--- config.mk ---
export PLATFORM = sky130hd
export DESIGN_NAME = serial_adder
export DESIGN_NICKNAME = d
export VERILOG_FILES = /design/src/rtl/serial_adder.sv
export SDC_FILE = /design/constraint.sdc
export NUM_CORES = 1
export LEC_CHECK = 0
export ABC_AREA = 1
export ABC_CLOCK_PERIOD_IN_PS = 3400
export BUFFER_PORTS_ARGS = -buffer_cell sky130_fd_sc_hd__buf_2
export CAP_MARGIN = 15
export CORE_ASPECT_RATIO = 0.8
export CORE_MARGIN = 10
export CORE_UTILIZATION = 45
export DETAILED_ROUTE_END_ITERATION = 10
export HOLD_SLACK_MARGIN = 0.12
export PLACE_DENSITY = 0.68
export SLEW_MARGIN = 0
export SYNTH_ARGS = -nofsm -noshare
export SYNTH_HDL_FRONTEND = slang
export SYNTH_HIERARCHICAL = 1
export SYNTH_SLANG_ARGS = --single-unit
--- constraint.sdc ---
create_clock -name clk -period 3.4 [get_ports clk]
set_input_delay 0.51 -clock clk [delete_from_list [all_inputs] [get_ports clk]]
set_output_delay 0.51 -clock clk [all_outputs]
set_load 0.05 [all_outputs]
--- src/rtl/serial_adder.sv ---
// Bit-serial adder: one full-adder cell built from two half adders,
// wrapped with operand shift registers, a carry flop and a handshake FSM.
module half_adder (
    input  logic a,
    input  logic b,
    output logic s,
    output logic c
);
    assign s = a ^ b;
    assign c = a & b;
endmodule

module serial_adder #(
    parameter int WIDTH = 8
) (
    input  logic             clk,
    input  logic             rst,
    input  logic             in_valid,
    output logic             in_ready,
    input  logic [WIDTH-1:0] a,
    input  logic [WIDTH-1:0] b,
    output logic             out_valid,
    input  logic             out_ready,
    output logic [WIDTH-1:0] sum,
    output logic             cout,
    output logic             busy
);
    localparam int CW = $clog2(WIDTH);
    localparam logic [CW-1:0] LAST = CW'(WIDTH - 1);

    typedef enum logic [1:0] {
        IDLE = 2'd0,
        BUSY = 2'd1,
        DONE = 2'd2
    } state_t;

    state_t           state;
    logic [WIDTH-1:0] a_sh;
    logic [WIDTH-1:0] b_sh;
    logic [WIDTH-1:0] res;
    logic             carry;
    logic [CW-1:0]    cnt;

    logic s0, c0, s1, c1, fa_cout;

    half_adder u_ha0 (.a(a_sh[0]), .b(b_sh[0]), .s(s0), .c(c0));
    half_adder u_ha1 (.a(s0),      .b(carry),   .s(s1), .c(c1));
    assign fa_cout = c0 | c1;

    // in_ready/busy/out_valid are registered alongside the state so no
    // input reaches an output combinationally.
    always_ff @(posedge clk or posedge rst) begin
        if (rst) begin
            state     <= IDLE;
            in_ready  <= 1'b1;
            out_valid <= 1'b0;
            busy      <= 1'b0;
            a_sh      <= '0;
            b_sh      <= '0;
            res       <= '0;
            carry     <= 1'b0;
            cnt       <= '0;
        end else begin
            unique case (state)
                IDLE: begin
                    if (in_valid) begin
                        a_sh     <= a;
                        b_sh     <= b;
                        carry    <= 1'b0;
                        cnt      <= '0;
                        state    <= BUSY;
                        in_ready <= 1'b0;
                        busy     <= 1'b1;
                    end
                end
                BUSY: begin
                    res   <= {s1, res[WIDTH-1:1]};
                    carry <= fa_cout;
                    a_sh  <= a_sh >> 1;
                    b_sh  <= b_sh >> 1;
                    cnt   <= cnt + 1'b1;
                    if (cnt == LAST) begin
                        state     <= DONE;
                        busy      <= 1'b0;
                        out_valid <= 1'b1;
                    end
                end
                DONE: begin
                    if (out_ready) begin
                        state     <= IDLE;
                        out_valid <= 1'b0;
                        in_ready  <= 1'b1;
                    end
                end
                default: begin
                    state     <= IDLE;
                    in_ready  <= 1'b1;
                    out_valid <= 1'b0;
                    busy      <= 1'b0;
                end
            endcase
        end
    end

    assign sum  = res;
    assign cout = carry;
endmodule

==> flow_summary.toml, run 1 <==
[floorplanning]
ioPinCount = 32
initial_core_util = 0.483
core_area_um2 = 3180
dieArea_um2 = 6160
die_w_um = 85.3
die_y_um = 72.2
row_count = 18

[final_layout]
nNetsFinal = 252
drive_above_1_share = 0.197
multi_input_area_um2 = 612
fillCellCount = 302
final_cells = 268
syn2layout_area_growth_pct = 16.3
final-seq-area_um2 = 827
insertedDiodeCount = 0

[timing]
setup-tns-final_ps = 0
period_minus_slack_ps = 1550
fin_crit_sh = 0.457
fmax_mhz = 644
hold_viol = 0
relSlewSlack = 0.730
finalSetupViolCount = 0
skew_ps = 4.52
tightestPinTransition_ps = 405
slew_viol_final = 0
rsz0062_at_grt = "false"

[cts]
cts_buffers = 5
htreeDepth = 2
hold_buffers = 0
root_buffer = "clkbuf_8"
post_cts_resize_count = 0
clk_pin_slew_ps = 60
cts_tree = "built"
clockBufferDepth = 2
post_cts_buffers = 0
insertion_delay_ps = 270
clock-sinks = 33

[drt]
vias = 1252
antenna_left = 0
met2WireLength_um = 1340
wl_met3_um = 184
drc = 0
dr.pass1.iters = 4
top_layer = "met4"
drt-met1-wl_um = 1570
drt_iter0_markers = 71
routedWlPerCell_um = 11.6
totalWireLength_um = 3110
drt-vias-per-instance = 4.67

[worst_setup_path]
critPathArrivalTime_ps = 1040
crit_cells = 1
cp_top_family = "flip-flops"
critPathMaxFanout = 2
crit_path_start_kind = "flip-flop"
cp_num_buf_inv = 1
slowest_stage = "dfstp_2"
worst_ep_required_time_ps = 2890
rr_worst_depth = 7
crit_path_end_kind = "primary output"
slowest_delay_ps = 520
cp_cell_sequence = "buf_2"
crit_type = "flip-flop to primary output"

[placed_design]
place_hpwl_um = 2180
dp.cells = 261
gp_congestion = 0.795
numPortBuffers = 31

[min_path]
min_path_type = "input port to async pin"

[synth]
synth_top_cells_by_area = "dfrtp_1 (52%), nand2_1 (31%), ha_1 (3.3%)"
synthMuxAreaShare = 0
synthesis.area_um2 = 1530
synth_edf_count = 0
synth-seq-area-share = 0.539
synth-seq-cells = 33
syn_nets = 219
avgSynthCellArea_um2 = 7.87
yosys_warnings = 6
synth-compound-area-share = 0.0285
synth.top_cell.area_share = 0.522
ys_types = 18
synthAdderAreaFrac = 0.0326
yosysMostFrequentCell = "nand2_1"
synth_top_family_by_area = "simple AND/OR/NAND/NOR gates"
synth_ff_type = "dfrtp_1"
yosys.area_share.simple = 0.338
yosysTopAreaCell = "dfrtp_1"
synth_xor_area_frac = 0
yosys-top-cells-count = "nand2_1 (127), dfrtp_1 (32), inv_1 (6), o21ai_1 (6), ha_1 (4)"
async_flop_share = 1.00
netlist_instances = 195

[global_routing]
track_usage = 0.109
grt.overflow.total = 0
grt_pass1_wl_um = 5560
grt_pass1_vias = 1247
antenna_found_initial = 0
grt_max_degree = 34

[outcome]
status = "completed"

[job]
maxCapViolCount = 0

[power_and_ir_drop]
leakagePower_uw = 0.00106
ir_drop_v = 0.000714
p_per_area_nw_per_um2 = 999
==> cell usage in the layout, fill, tap and decap left out, drive strengths merged <==
cell type  instances
clkbuf             7
ha                 4
dfstp              1
dfrtp             32
nand3              3
buf               33
nand2            128
o21ai              8
nor2               2
nand3b             1
inv                9
==> area by class of cell <==
| type | count | area share |
|---|---|---|
| timing repair buffer | 33 | 0.0954 |
| tap | 40 | 0.0281 |
| multi-input combinational | 146 | 0.343 |
| clock buffer | 7 | 0.0484 |
| inverter | 9 | 0.0217 |
| sequential | 33 | 0.464 |
==> where the power goes <==
| part | internal (uW) | switching (uW) | total, uW |
|---|---|---|---|
| Clock | 160 | 126 | 287 |
| Sequential | 568 | 105 | 674 |
| Combinational | 227 | 596 | 823 |
| Total | 955 | 828 | 1780 |
==> worst paths after layout <==
kind | startpoint | endpoint | slack [ps]
max | in_ready | in_ready | 1850
min | rst | sum[6] | 310
max reg2reg | state[1] | busy | 2100
min reg2reg | in_ready | in_ready | 460
max in group asynchronous | rst | in_ready | 2760
min in group clk | in_ready | in_ready | 460
==> flip-flops by register name (all words and copies together) (netlist names) <==
signal,cells
cnt,3
busy,1
a_sh,8
sum,8
state,2
b_sh,8
out_valid,1
in_ready,1
cout,1
==> per-stage QoR <==
step	area (um^2)	setup slack [ps]	power [uW]	util	hold WS, ps
2_1_floorplan	1530	2170	1360	-	442
5_1_grt	1780	1810	1960	0.562	336
6_report	1780	1850	1780	0.562	307
3_3_place_gp	1700	1990	1500	0.535	453
4_1_cts	1780	1830	1810	0.562	315
3_5_place_dp	1700	1980	1520	0.535	456
==> per-layer routing <==
metal / global-route usage / vias up
met4: 0.0383 / 0
met5: 0 / -
met2: 0.152 / 31
met3: 0.0513 / 2
li1: - / 660
met1: 0.143 / 559
==> kinds of logic after synthesis <==
family | count (synthesis)
AND/OR/NAND/NOR | 134
flip-flops | 33
buffers and inverters | 16
AO/OA/AOI/OAI | 8
adder cells (fa/ha/maj) | 4
(Power assumes the default switching activity.)
==> run 2, diff against run 1 <==
- ABC_CLOCK_PERIOD_IN_PS: 3400 -> 1600
- clock period: 3.4 -> 1.6 ns (I/O delays scaled with it)
==> run 2 against run 1 <==
Effect of this change: sequential share of layout area is 1.2 points lower; sequential cell count is the same; critical path depth unchanged; register-to-register slack worse by 1800 ps; first-iteration DRC count up 1.4%; worst setup slack lost 1600 ps; cell count up 1.1%; clock skew grew 5.1 ps; clock power grew to 2.8 times the previous value; non-clock buffer count is 2 higher; sequential power rose by 110%; largest power group unchanged; highest routed layer unchanged.
==> flow_summary.toml, run 2 (synthesized netlist as in run 1, its figures left out) <==
[timing]
worst_slack_ps = 294
period_minus_slack_ps = 1310
fmax_mhz = 766
slew_viol_final = 0
timing.hold.ws_ps = 194
rsz0062_at_grt = "false"
finalSetupViolCount = 0
skew_ps = 9.57
hold_viol = 0
setup-tns-final_ps = 0
tightestPinTransition_ps = 403
fin_crit_sh = 0.816
relSlewSlack = 0.731

[worst_setup_path]
crit_type = "flip-flop to primary output"
cp_top_family = "flip-flops"
slowest_stage = "dfstp_2"
crit_path_start_kind = "flip-flop"
cp_cell_sequence = "buf_2"
worst_ep_required_time_ps = 1360
cp_num_buf_inv = 1
slowest_delay_ps = 530
critPathMaxFanout = 2
crit_path_end_kind = "primary output"
critPathArrivalTime_ps = 1070

[drt]
drt-vias-per-instance = 4.60
vias = 1246
antenna_left = 0
dr.pass1.iters = 4
drt_iter0_markers = 72
drc = 0
totalWireLength_um = 3090
routedWlPerCell_um = 11.4

[final_layout]
final-seq-area_um2 = 827
nNetsFinal = 254
insertedDiodeCount = 0
final_cell_area_um2 = 1830
drive_above_1_share = 0.203
layout_common_cells = "nand2_1 (127), dfrtp_1 (32), buf_2 (31)"
multi_input_area_um2 = 612
fillCellCount = 310
final_common_cell = "nand2_1"
syn2layout_area_growth_pct = 19.4

[floorplanning]
ioPinCount = 32
die_w_um = 85.3
dieArea_um2 = 6160
die_y_um = 72.2
initial_core_util = 0.483
core_area_um2 = 3180
row_count = 18

[global_routing]
track_usage = 0.107
grt_pass1_wl_um = 5380
antenna_found_initial = 0
grt.overflow.total = 0
grt_pass1_vias = 1222
grt_max_degree = 34

[cts]
clock-sinks = 33
cts_tree = "built"
clockBufferDepth = 2
clk_pin_slew_ps = 70
htreeDepth = 2
root_buffer = "clkbuf_8"
cts_buffers = 5
post_cts_buffers = 0
insertion_delay_ps = 290

[power_and_ir_drop]
switching_share = 0.444
p_total_uw = 3970
leakagePower_uw = 0.00108
ir_drop_v = 0.00123
p_per_area_nw_per_um2 = 2170
seq_power_share = 0.359
switchingPower_uw = 1760
p_int_uw = 2210
p_comb_frac = 0.439
p_clk_frac = 0.203

[placed_design]
placed_area_um2 = 1710
numPortBuffers = 31
gp_congestion = 0.707
place_ws_ps = 334
place_hpwl_um = 2220

[job]
maxCapViolCount = 0

[outcome]
status = "completed"

[min_path]
min_path_type = "input port to flip-flop"
[run 2: changes by cell type in the layout (fill, tap and decap cells not counted)]
cell	previous run	this run
buf_4	2	3
bufinv_16	0	1
dlygate4sd3_1	0	1
[run 2: worst paths after layout]
| check | depth (start not counted) | slack (ps) | endpoint | start |
|---|---|---|---|---|
| worst max-delay path | 1 | 290 | in_ready | in_ready |
| worst min-delay path | 3 | 190 | a_sh[7] | a[7] |
| worst max register to register | 7 | 340 | busy | state[1] |
| worst min register to register | 2 | 460 | in_ready | in_ready |
| max in group asynchronous | 4 | 700 | in_ready | rst |
| min in group asynchronous | 4 | 570 | sum[7] | rst |
[run 2: per-stage QoR]
step	std cells	utilization
2_1_floorplan	195	-
3_3_place_gp	262	0.537
3_5_place_dp	262	0.537
4_1_cts	271	0.577
5_1_grt	271	0.577
6_report	271	0.577
[run 2: area by class of cell]
| type | instances | share of cell area |
|---|---|---|
| flip-flops and latches | 33 | 0.452 |
| multi-input cells | 146 | 0.334 |
| repair buffers | 35 | 0.102 |
| clock buffers | 7 | 0.0471 |
| well taps | 40 | 0.0273 |
| inverters | 9 | 0.0212 |
| clock inverters | 1 | 0.0164 |
[run 2: power groups by stage]
stage / Clock [uW] / Combinational (uW) / Sequential [uW]
2_1_floorplan: 0 / 1050 / 1840
3_3_place_gp: 0 / 1740 / 1440
3_5_place_dp: 0 / 1780 / 1430
4_1_cts: 826 / 1790 / 1430
5_1_grt: 862 / 2010 / 1470
6_report: 805 / 1740 / 1420
[run 2: worst min-delay path, cell delays in order]
cell and delay (ps):
buf_2 80, nand3_1 70, nand2_1 60
[run 2: per-layer routing]
layer | track usage | part of all wire
met1 | 0.128 | 0.47
met2 | 0.154 | 0.43
met3 | 0.0647 | 0.084
met4 | 0.0383 | 0.014
met5 | 0 | 0
[run 2: repair_timing]
item | CTS | global route
hold buffers | 1 | 0
endpoints found under the hold margin | 32 | 0
endpoints found under the setup margin | 0 | 0
gates resized for setup | 0 | 0
==> run 3, diff against run 2 <==
- ABC_CLOCK_PERIOD_IN_PS: 1600 -> 1350
- clock period: 1.6 -> 1.35 ns (I/O delays scaled with it)
==> run 3 against run 2 <==
Effect of this change: utilization shrank 0.28 points; register-to-register slack worse by 210 ps; routed wire length barely moved; sequential share of layout area grew 0.22 points; cell area down 0.48%; non-clock buffer count grew 2; global-route usage up 0.33 points; cell count is 0.74% higher; clock power decreased by 4.8%; clock skew down 1.9 ps; sequential cell count unchanged; critical path type unchanged; largest cell class unchanged.
==> flow_summary.toml, run 3 (synthesized netlist as in run 1, its figures left out) <==
[final_layout]
nNetsFinal = 256
layout_common_cells = "nand2_1 (127), dfrtp_1 (32), buf_2 (31)"
final_common_cell = "nand2_1"
insertedDiodeCount = 0
drive_above_1_share = 0.206
syn2layout_area_growth_pct = 18.8
final_cell_area_um2 = 1820

[placed_design]
gp_congestion = 0.763
placed_area_um2 = 1720
numPortBuffers = 31
place_hpwl_um = 2150

[global_routing]
grt.overflow.total = 0
grt_max_degree = 34
grt_pass1_wl_um = 5580
antenna_found_initial = 0
track_usage = 0.111
grt_pass1_vias = 1268

[floorplanning]
ioPinCount = 32
row_count = 18
die_y_um = 72.2
dieArea_um2 = 6160
initial_core_util = 0.483
core_area_um2 = 3180
die_w_um = 85.3

[worst_setup_path]
crit_path_start_kind = "flip-flop"
crit_cells = 1
critPathMaxFanout = 2
critPathArrivalTime_ps = 1060
slowest_stage = "dfstp_2"
cp_num_buf_inv = 1
cp_top_family = "flip-flops"
cp_cell_sequence = "buf_2"
crit_type = "flip-flop to primary output"
crit_path_end_kind = "primary output"
rr_worst_depth = 4
worst_ep_required_time_ps = 1150
slowest_delay_ps = 530

[timing]
slew_viol_final = 0
rsz0062_at_grt = "false"
period_minus_slack_ps = 1270
timing.hold.ws_ps = 146
fin_crit_sh = 0.938
setup-tns-final_ps = 0
tightestPinTransition_ps = 401
skew_ps = 7.72
finalSetupViolCount = 0
hold_viol = 0
fmax_mhz = 790
relSlewSlack = 0.733

[drt]
antenna_left = 0
routedWlPerCell_um = 11.3
dr.pass1.iters = 4
drc = 0
totalWireLength_um = 3090
drt-met1-wl_um = 1490
drt_iter0_markers = 44
top_layer = "met4"
drt-vias-per-instance = 4.60
vias = 1256
met2WireLength_um = 1310
wl_met3_um = 218

[min_path]
min_path_type = "input port to flip-flop"
min_path_cells = 3

[cts]
clk_pin_slew_ps = 60
htreeDepth = 2
clock-sinks = 33
insertion_delay_ps = 290
root_buffer = "clkbuf_8"
clockBufferDepth = 2
cts_buffers = 5
cts_tree = "built"
post_cts_buffers = 0

[power_and_ir_drop]
p_per_area_nw_per_um2 = 2520
ir_drop_v = 0.00149
leakagePower_uw = 0.00108

[outcome]
status = "completed"

[job]
maxCapViolCount = 0
run 3: cell types whose count changed in the layout (fill, tap and decap cells not counted):
| cell | change |
|---|---|
| buf_4 | +2 |
| bufinv_16 | -1 |
| clkbuf_1 | +1 |
| inv_6 | -1 |
| inv_8 | +1 |
run 3: area by class of cell:
class	instances	area (um^2)
Timing Repair Buffer	37	203
Clock buffer	8	90.1
Sequential cell	33	827
Multi-Input combinational cell	146	612
Fill cell	287	1350
Tap cell	40	50.0
Inverter	9	41.3
run 3: repair_timing:
action,CTS,global route
hold endpoints to repair,32,0
hold buffers,1,0
resized for setup,0,1
setup endpoints to repair,0,1
run 3: worst paths after layout:
kind	startpoint	end	slack [ps]
min in group asynchronous	rst	a_sh[0]	530
worst max-delay path	in_ready	in_ready	80
worst max register to register	a_sh[0]	sum[7]	130
worst min register to register	in_ready	in_ready	470
worst min-delay path	b[7]	b_sh[7]	150
max in group asynchronous	rst	in_ready	490
run 3: metrics by stage:
step	cells	util	power [uW]	setup WS [ps]
2_1_floorplan	195	-	3420	197
3_3_place_gp	264	0.542	3830	170
3_5_place_dp	264	0.542	3850	153
4_1_cts	273	0.573	4640	69.8
5_1_grt	273	0.574	5050	7.43
6_report	273	0.574	4590	83.9
run 3: power breakdown:
group          internal (uW)  leakage (uW)  total [uW]  switching, uW
Combinational            633      0.000620        2140           1510
Sequential              1430      0.000417        1680            250
Clock                    415     0.0000455         766            350
Total                   2480       0.00108        4590           2110
run 3: metal layers:
metal,GRT usage,vias to the layer above
met5,0,-
met4,0.0657,0
met3,0.0458,8
met2,0.163,27
met1,0.132,554
li1,-,667
